$ cat src/rtl/result_bcd_conv_pkg.sv
// Shared types and defaults for the multiplier-result binary-to-BCD converter.
package bcd_conv_pkg;

  typedef enum logic {
    ST_IDLE  = 1'b0,
    ST_SHIFT = 1'b1
  } state_t;

  localparam int BCD_WIDTH  = 16;
  localparam int BCD_DIGITS = 5;

  function automatic int clog2(input int value);
    int r;
    r = 0;
    for (int i = 0; i < 31; i++) begin
      if ((1 << i) < value) r = i + 1;
    end
    return r;
  endfunction

endpackage

$ cat src/rtl/result_bcd_conv_if.sv
// Capture/result bundle between the multiplier side (master) and the converter (slave).
interface result_bcd_conv_if
  import bcd_conv_pkg::*;
#(
  parameter int WIDTH  = BCD_WIDTH,
  parameter int DIGITS = BCD_DIGITS
);
  logic                  done;
  logic [WIDTH-1:0]      result;
  logic [4*DIGITS-1:0]   bcd;
  logic                  bcd_valid;
  logic                  busy;
  logic                  overrun;

  modport master (
    output done, result,
    input  bcd, bcd_valid, busy, overrun
  );

  modport slave (
    input  done, result,
    output bcd, bcd_valid, busy, overrun
  );
endinterface

$ cat src/rtl/result_bcd_conv_digit_adj.sv
// Double-dabble digit correction: adds 3 to a BCD digit of 5 or more, purely combinational.
// No latency, no flow control.
module bcd_digit_adj (
  input  logic [3:0] din,
  output logic [3:0] dout
);
  always_comb begin
    dout = (din >= 4'd5) ? din + 4'd3 : din;
  end
endmodule

$ cat src/rtl/result_bcd_conv.sv
// Captures the product on each rising edge of done and converts it to packed BCD by shift-and-add-3.
// WIDTH cycles capture-to-valid; no backpressure, edges arriving mid-conversion are dropped and flagged.
module result_bcd_conv
  import bcd_conv_pkg::*;
#(
  parameter int WIDTH  = BCD_WIDTH,
  parameter int DIGITS = BCD_DIGITS
) (
  input logic              clk,
  input logic              rst_n,
  result_bcd_conv_if.slave bus
);
  localparam int CW = clog2(WIDTH);
  localparam int BW = 4 * DIGITS;

  state_t          state;
  state_t          state_nxt;
  logic            done_q;
  logic            rise;
  logic            capture;
  logic            shift_en;
  logic            finish;
  logic            drop;
  logic [WIDTH-1:0] bin_sr;
  logic [BW-1:0]   bcd_sr;
  logic [BW-1:0]   bcd_adj;
  logic [BW-1:0]   bcd_shifted;
  logic [CW-1:0]   cnt;
  logic [BW-1:0]   bcd_q;
  logic            bcd_valid_q;
  logic            busy_q;
  logic            overrun_q;

  assign rise = bus.done & ~done_q;

  for (genvar g = 0; g < DIGITS; g++) begin : g_adj
    bcd_digit_adj u_adj (
      .din  (bcd_sr[4*g +: 4]),
      .dout (bcd_adj[4*g +: 4])
    );
  end

  // Adjusted digits shift up by one, pulling in the next binary MSB.
  assign bcd_shifted = {bcd_adj[BW-2:0], bin_sr[WIDTH-1]};

  always_comb begin
    state_nxt = state;
    capture   = 1'b0;
    shift_en  = 1'b0;
    finish    = 1'b0;
    drop      = 1'b0;
    case (state)
      ST_IDLE: begin
        if (rise) begin
          capture   = 1'b1;
          state_nxt = ST_SHIFT;
        end
      end
      ST_SHIFT: begin
        shift_en = 1'b1;
        drop     = rise;
        if (cnt == CW'(WIDTH - 1)) begin
          finish    = 1'b1;
          state_nxt = ST_IDLE;
        end
      end
      default: state_nxt = ST_IDLE;
    endcase
  end

  always_ff @(posedge clk) begin
    if (!rst_n) begin
      state <= ST_IDLE;
    end else begin
      state <= state_nxt;
    end
  end

  always_ff @(posedge clk) begin
    if (!rst_n) begin
      done_q      <= 1'b0;
      bin_sr      <= '0;
      bcd_sr      <= '0;
      cnt         <= '0;
      bcd_q       <= '0;
      bcd_valid_q <= 1'b0;
      busy_q      <= 1'b0;
      overrun_q   <= 1'b0;
    end else begin
      done_q      <= bus.done;
      bcd_valid_q <= finish;
      if (capture) begin
        bin_sr <= bus.result;
        bcd_sr <= '0;
        cnt    <= '0;
        busy_q <= 1'b1;
      end else if (shift_en) begin
        bcd_sr <= bcd_shifted;
        bin_sr <= {bin_sr[WIDTH-2:0], 1'b0};
        cnt    <= cnt + 1'b1;
      end
      if (finish) begin
        bcd_q  <= bcd_shifted;
        busy_q <= 1'b0;
      end
      if (drop) overrun_q <= 1'b1;
    end
  end

  assign bus.bcd       = bcd_q;
  assign bus.bcd_valid = bcd_valid_q;
  assign bus.busy      = busy_q;
  assign bus.overrun   = overrun_q;

endmodule

$ cat src/flat_wrapper.sv
// flat-port wrapper written by rule: the top's interface ports become plain ports
module result_bcd_conv_flat import bcd_conv_pkg::*;
#(
  parameter int WIDTH  = BCD_WIDTH,
  parameter int DIGITS = BCD_DIGITS
)
  (clk, rst_n, bus_done, bus_result, bus_bcd, bus_bcd_valid, bus_busy, bus_overrun);
  result_bcd_conv_if #(.WIDTH(WIDTH), .DIGITS(DIGITS)) bus_i ();
  input logic clk;
  input logic rst_n;
  input wire logic [$bits(bus_i.done)-1:0] bus_done;
  input wire logic [$bits(bus_i.result)-1:0] bus_result;
  output wire logic [$bits(bus_i.bcd)-1:0] bus_bcd;
  output wire logic [$bits(bus_i.bcd_valid)-1:0] bus_bcd_valid;
  output wire logic [$bits(bus_i.busy)-1:0] bus_busy;
  output wire logic [$bits(bus_i.overrun)-1:0] bus_overrun;
  assign bus_i.done = bus_done;
  assign bus_i.result = bus_result;
  assign bus_bcd = bus_i.bcd;
  assign bus_bcd_valid = bus_i.bcd_valid;
  assign bus_busy = bus_i.busy;
  assign bus_overrun = bus_i.overrun;
  result_bcd_conv #(.WIDTH(WIDTH), .DIGITS(DIGITS)) u_core (.clk(clk), .rst_n(rst_n), .bus(bus_i));
endmodule
$ cat config.mk
export PLATFORM = sky130hd
export DESIGN_NAME = result_bcd_conv_flat
export DESIGN_NICKNAME = d
export VERILOG_FILES = /design/src/rtl/result_bcd_conv_pkg.sv /design/src/rtl/result_bcd_conv_if.sv /design/src/rtl/result_bcd_conv_digit_adj.sv /design/src/rtl/result_bcd_conv.sv /design/src/flat_wrapper.sv
export SDC_FILE = /design/constraint.sdc
export NUM_CORES = 1
export LEC_CHECK = 0
export CAP_MARGIN = 30
export CORE_ASPECT_RATIO = 2
export CORE_MARGIN = 2
export CORE_UTILIZATION = 38
export DETAILED_ROUTE_END_ITERATION = 10
export HOLD_SLACK_MARGIN = 0.15
export PLACE_DENSITY = 0.59
export SLEW_MARGIN = 10
export SYNTH_ARGS = -nofsm -noshare
export SYNTH_HDL_FRONTEND = slang
export SYNTH_SLANG_ARGS = --single-unit
$ cat constraint.sdc
create_clock -name clk -period 2.41 [get_ports clk]
set_input_delay 0.241 -clock clk [delete_from_list [all_inputs] [get_ports clk]]
set_output_delay 0.241 -clock clk [all_outputs]
set_load 0.005 [all_outputs]
==> reports/summary.md <==
Summed over all layers, the global routing overflow is 0. The kind of critical path was reg -> reg. The part of the power in registers was 0.447; the worst setup skew after layout was 0.004515 ns. Yosys mapped a number of flops with a built-in enable equal to 0. For the final hold violation count, the log shows 0. For the normalized max-slew margin, the log shows 0.5347. The count of different cell masters after synthesis is 33, and the number of vias in the routed layout is 2409.

Counting along the longest clock path gives a buffer depth of 2. The floorplan die height came out at 128.7 um. Hold repair after CTS inserted 0 buffers. The clock-pin slew on the worst setup and hold paths was 0.05 ns. The switching fraction of total power is 0.2227. For the fraction of met1 tracks used by global routing, the log shows 0.1595. Highest cell delay on the worst timing path: 0.59 ns. After layout, the minimum clock period comes to 1.760 ns. Clock tree synthesis selected as its root buffer the cell clkbuf_16. The sequential-to-total area share from yosys stat is 0.4405, and the number of sinks driven by the clock tree is 65. The first global-routing pass estimated 10320 um of wire. The worst path buffer plus inverter count is 1, and the final weighted congestion in routability-driven placement is 0.8378. The die footprint is 0.008538 mm^2. The maximum vdd ir drop was 422.0 uV; the number of slew-limit violations in the final report was 0.

Data on the critical path is required at its endpoint by 2.65 ns. The run gives 1.435 nW as the leakage power. For the worst setup path, the data arrival time is 2.00 ns. The number of global-route vias before repair was 2361. The number of max-capacitance violations reported is 0, and the number of nets with antenna violations after routing is 0. The critical path goes through nand4_1, inv_1, nand2_1, o21ai_0. Dividing total power by cell area gives a power density of 693.6 mW/mm^2. The slowest stage of the critical path belongs to the cell dfxtp_1. The clock reaches the later pin of the worst-skew pair after 0.33 ns.

The part of the total power dissipated in combinational logic was 0.090; the horizontal die dimension was 66.35 um. Leaving out fill and tap cells, the most frequent cell in the layout is dfxtp_1. The total power after layout came out at 2.555 mW. The detailed-route wire length is 6122 um, and the setup fix buffers added after clock tree synthesis is 0.

For the number of warnings reported in the yosys synthesis log, the log shows 0. The total number of placement rows came out at 45. The area fraction of the dominant cell type after synthesis is 0.4405. In this run the worst path has a maximum fanout of 20. The share of synthesized registers carrying an async set or reset is 0, and the number of buffer cells added on primary ports is 41.

For the global-route usage over all layers, the log shows 0.1593. TritonCTS built the clock tree. Across all setup checks in the final design, the least slack found is 0.6497 ns. At the pin with the least slew margin, the transition time is 0.6962 ns. After detailed routing, the number of vias per cell comes to 5.126.

For this design the total switching power over the nets is 0.5691 mW. Summed over all failing endpoints, the final setup total negative slack is 0 ns. Leaving out fill and tap cells, the most frequent cells in the layout are dfxtp_1, nand2_1, clkdlybuf4s50_1. The pin count of the biggest net entering global routing came out at 32.

After synthesis, the cell types taking the most area are dfxtp_1, o21ai_0, mux2i_1. The global routing met3 resource utilization is 0.04283, and the detailed-route DRC error count is 0. Setup repair after global routing left no endpoint under its margin.

The cell type with the highest aggregate area in the netlist is dfxtp_1. The cell family contributing the most delay on the critical path is simple AND/OR/NAND/NOR gates. The relative contribution of the clock network to total power is 0.463. For this run, the detailed router's first-pass iteration total came to 4.

Once detailed placement completed, the half-perimeter wirelength came to 4369 um. The filler cell count was 772. The post-synth net total was 364. The run gives 334 as the number of instances in the synthesized netlist.

The flip-flop and latch count after synthesis is 65. The main flop type after synthesis was dfxtp_1. For the cell-internal power, the log shows 1.986 mW.

Averaged over all synthesized cells, the footprint is 8.845 um^2. The cell area that synthesis handed to floorplanning was 0.002954 mm^2. The final count of negative-setup-slack endpoints is 0, and the maximum clock frequency is 568.1 MHz.

Path category of the worst min-delay check: reg -> reg. The number of buffers added by the clock tree synthesis step came out at 9. Global routing's busiest layer: met2.

The tools report the critical path launch point type as a register. The clock tree synthesis step divided the H-tree into 3 levels. For the met2 track demand over resource, the log shows 0.2800.

0 antenna diodes ended up in the layout. For the placeable core region, the log shows 0.007545 mm^2. The post-synthesis to final-layout area growth came out at 24.69%.

In this run the count of I/O pins placed on the die edge is 42. After the last flow step, the layout net total stands at 404. Final period utilization: 0.7304. The wire length per cell after detailed routing was 13.03 um; the fraction of layout instances using a drive strength above 1 was 0.07447. The run gives 0 as the initial antenna violation count. The run finished with clean final reports. The number of gates resized after CTS was 0.

OpenSTA, run right after detailed placement, puts the worst setup slack at 0.5520 ns. The initial standard-cell utilization of the core was 0.3915. In this run, the number of DRC markers left after iteration 0 of detailed routing was 56.

The critical path capture point type is a register.
[metal layers]
layer	vias up	routed length [um]
met5	-	0
li1	1232	-
met4	0	204
met1	1120	2500
met3	13	230
met2	44	3185
[final cells by class]
class | instances | area [um^2] | area share
Multi-Input combinational cell | 236 | 1479 | 0.4015
Sequential cell | 65 | 1301 | 0.3533
Timing Repair Buffer | 48 | 462.9 | 0.1257
Clock buffer | 13 | 270.3 | 0.07337
Tap cell | 94 | 117.6 | 0.03193
Inverter | 14 | 52.55 | 0.01427
[path summary, 6_finish.rpt]
check | startpoint | to | slack, ns | cells after the start
worst min-delay path | u_core.bus.bcd[18]$_SDFFE_PN0P_ | u_core.bus.bcd[18]$_SDFFE_PN0P_ | 0.45 | 2
worst max-delay path | u_core.state$_SDFF_PN0_ | u_core.bus.bcd[11]$_SDFFE_PN0P_ | 0.65 | 4
worst max register to register | u_core.state$_SDFF_PN0_ | u_core.bus.bcd[11]$_SDFFE_PN0P_ | 0.65 | 4
worst min register to register | u_core.bus.bcd[18]$_SDFFE_PN0P_ | u_core.bus.bcd[18]$_SDFFE_PN0P_ | 0.45 | 2
[Yosys cell counts (all sizes together) (5+ instances only)]
cell type	number
xnor2	6
nor2b	6
a211oi	8
nor3	6
inv	14
mux2i	18
buf	15
o21ai	39
ha	11
nand2	47
nand2b	6
mux2	5
o211a	11
a21oi	26
nor2	19
nand3	5
nand4	7
nor3b	5
dfxtp	65
a31oi	5
[worst reg2reg max path, cell delays in order, from the launching register on]
cell     delay, ns
dfxtp_1       0.59
nand4_1       0.20
inv_1         0.14
nand2_1       0.43
o21ai_0       0.32
[stage by stage]
stage	hold WS (ns)	instances	util	cell area [um^2]
floorplan	0.3827	334	-	2954
global placement	0.4363	457	0.4524	3413
detailed placement	0.4450	457	0.4524	3413
CTS	0.4560	470	0.4882	3684
global route	0.4791	470	0.4882	3684
finish	0.4472	470	0.4882	3684
[sequential cells by signal, summed over array words and instances, names as in the netlist]
signal	flops
u_core.bcd_sr	20
u_core.bin_sr	16
u_core.bus.bcd	20
u_core.bus.bcd_valid	1
u_core.bus.busy	1
u_core.bus.overrun	1
u_core.cnt	4
u_core.done_q	1
u_core.state	1
[kinds of logic (layout without fill, tap and decap cells)]
family / count (synthesis) / count (layout) / synth area share
adders and majority gates: 11 / 11 / 0.04659
DFF: 65 / 65 / 0.4405
AOI/OAI and AO/OA: 91 / 91 / 0.1876
buffers and inverters: 33 / 75 / 0.05887
and+or+nand+nor: 103 / 103 / 0.1626
muxes: 23 / 23 / 0.08005
xor gates and xnor gates: 8 / 8 / 0.02372
[power groups by stage]
stage | clock [mW] | sequential (mW) | combinational (mW)
4_1_cts | 1.22 | 1.14 | 0.233
5_1_grt | 1.26 | 1.15 | 0.257
3_3_place_gp | 0 | 1.16 | 0.227
6_report | 1.18 | 1.14 | 0.229
3_5_place_dp | 0 | 1.16 | 0.231
2_1_floorplan | 0 | 1.15 | 0.175
No activity file was read; power rests on OpenSTA's default activity.
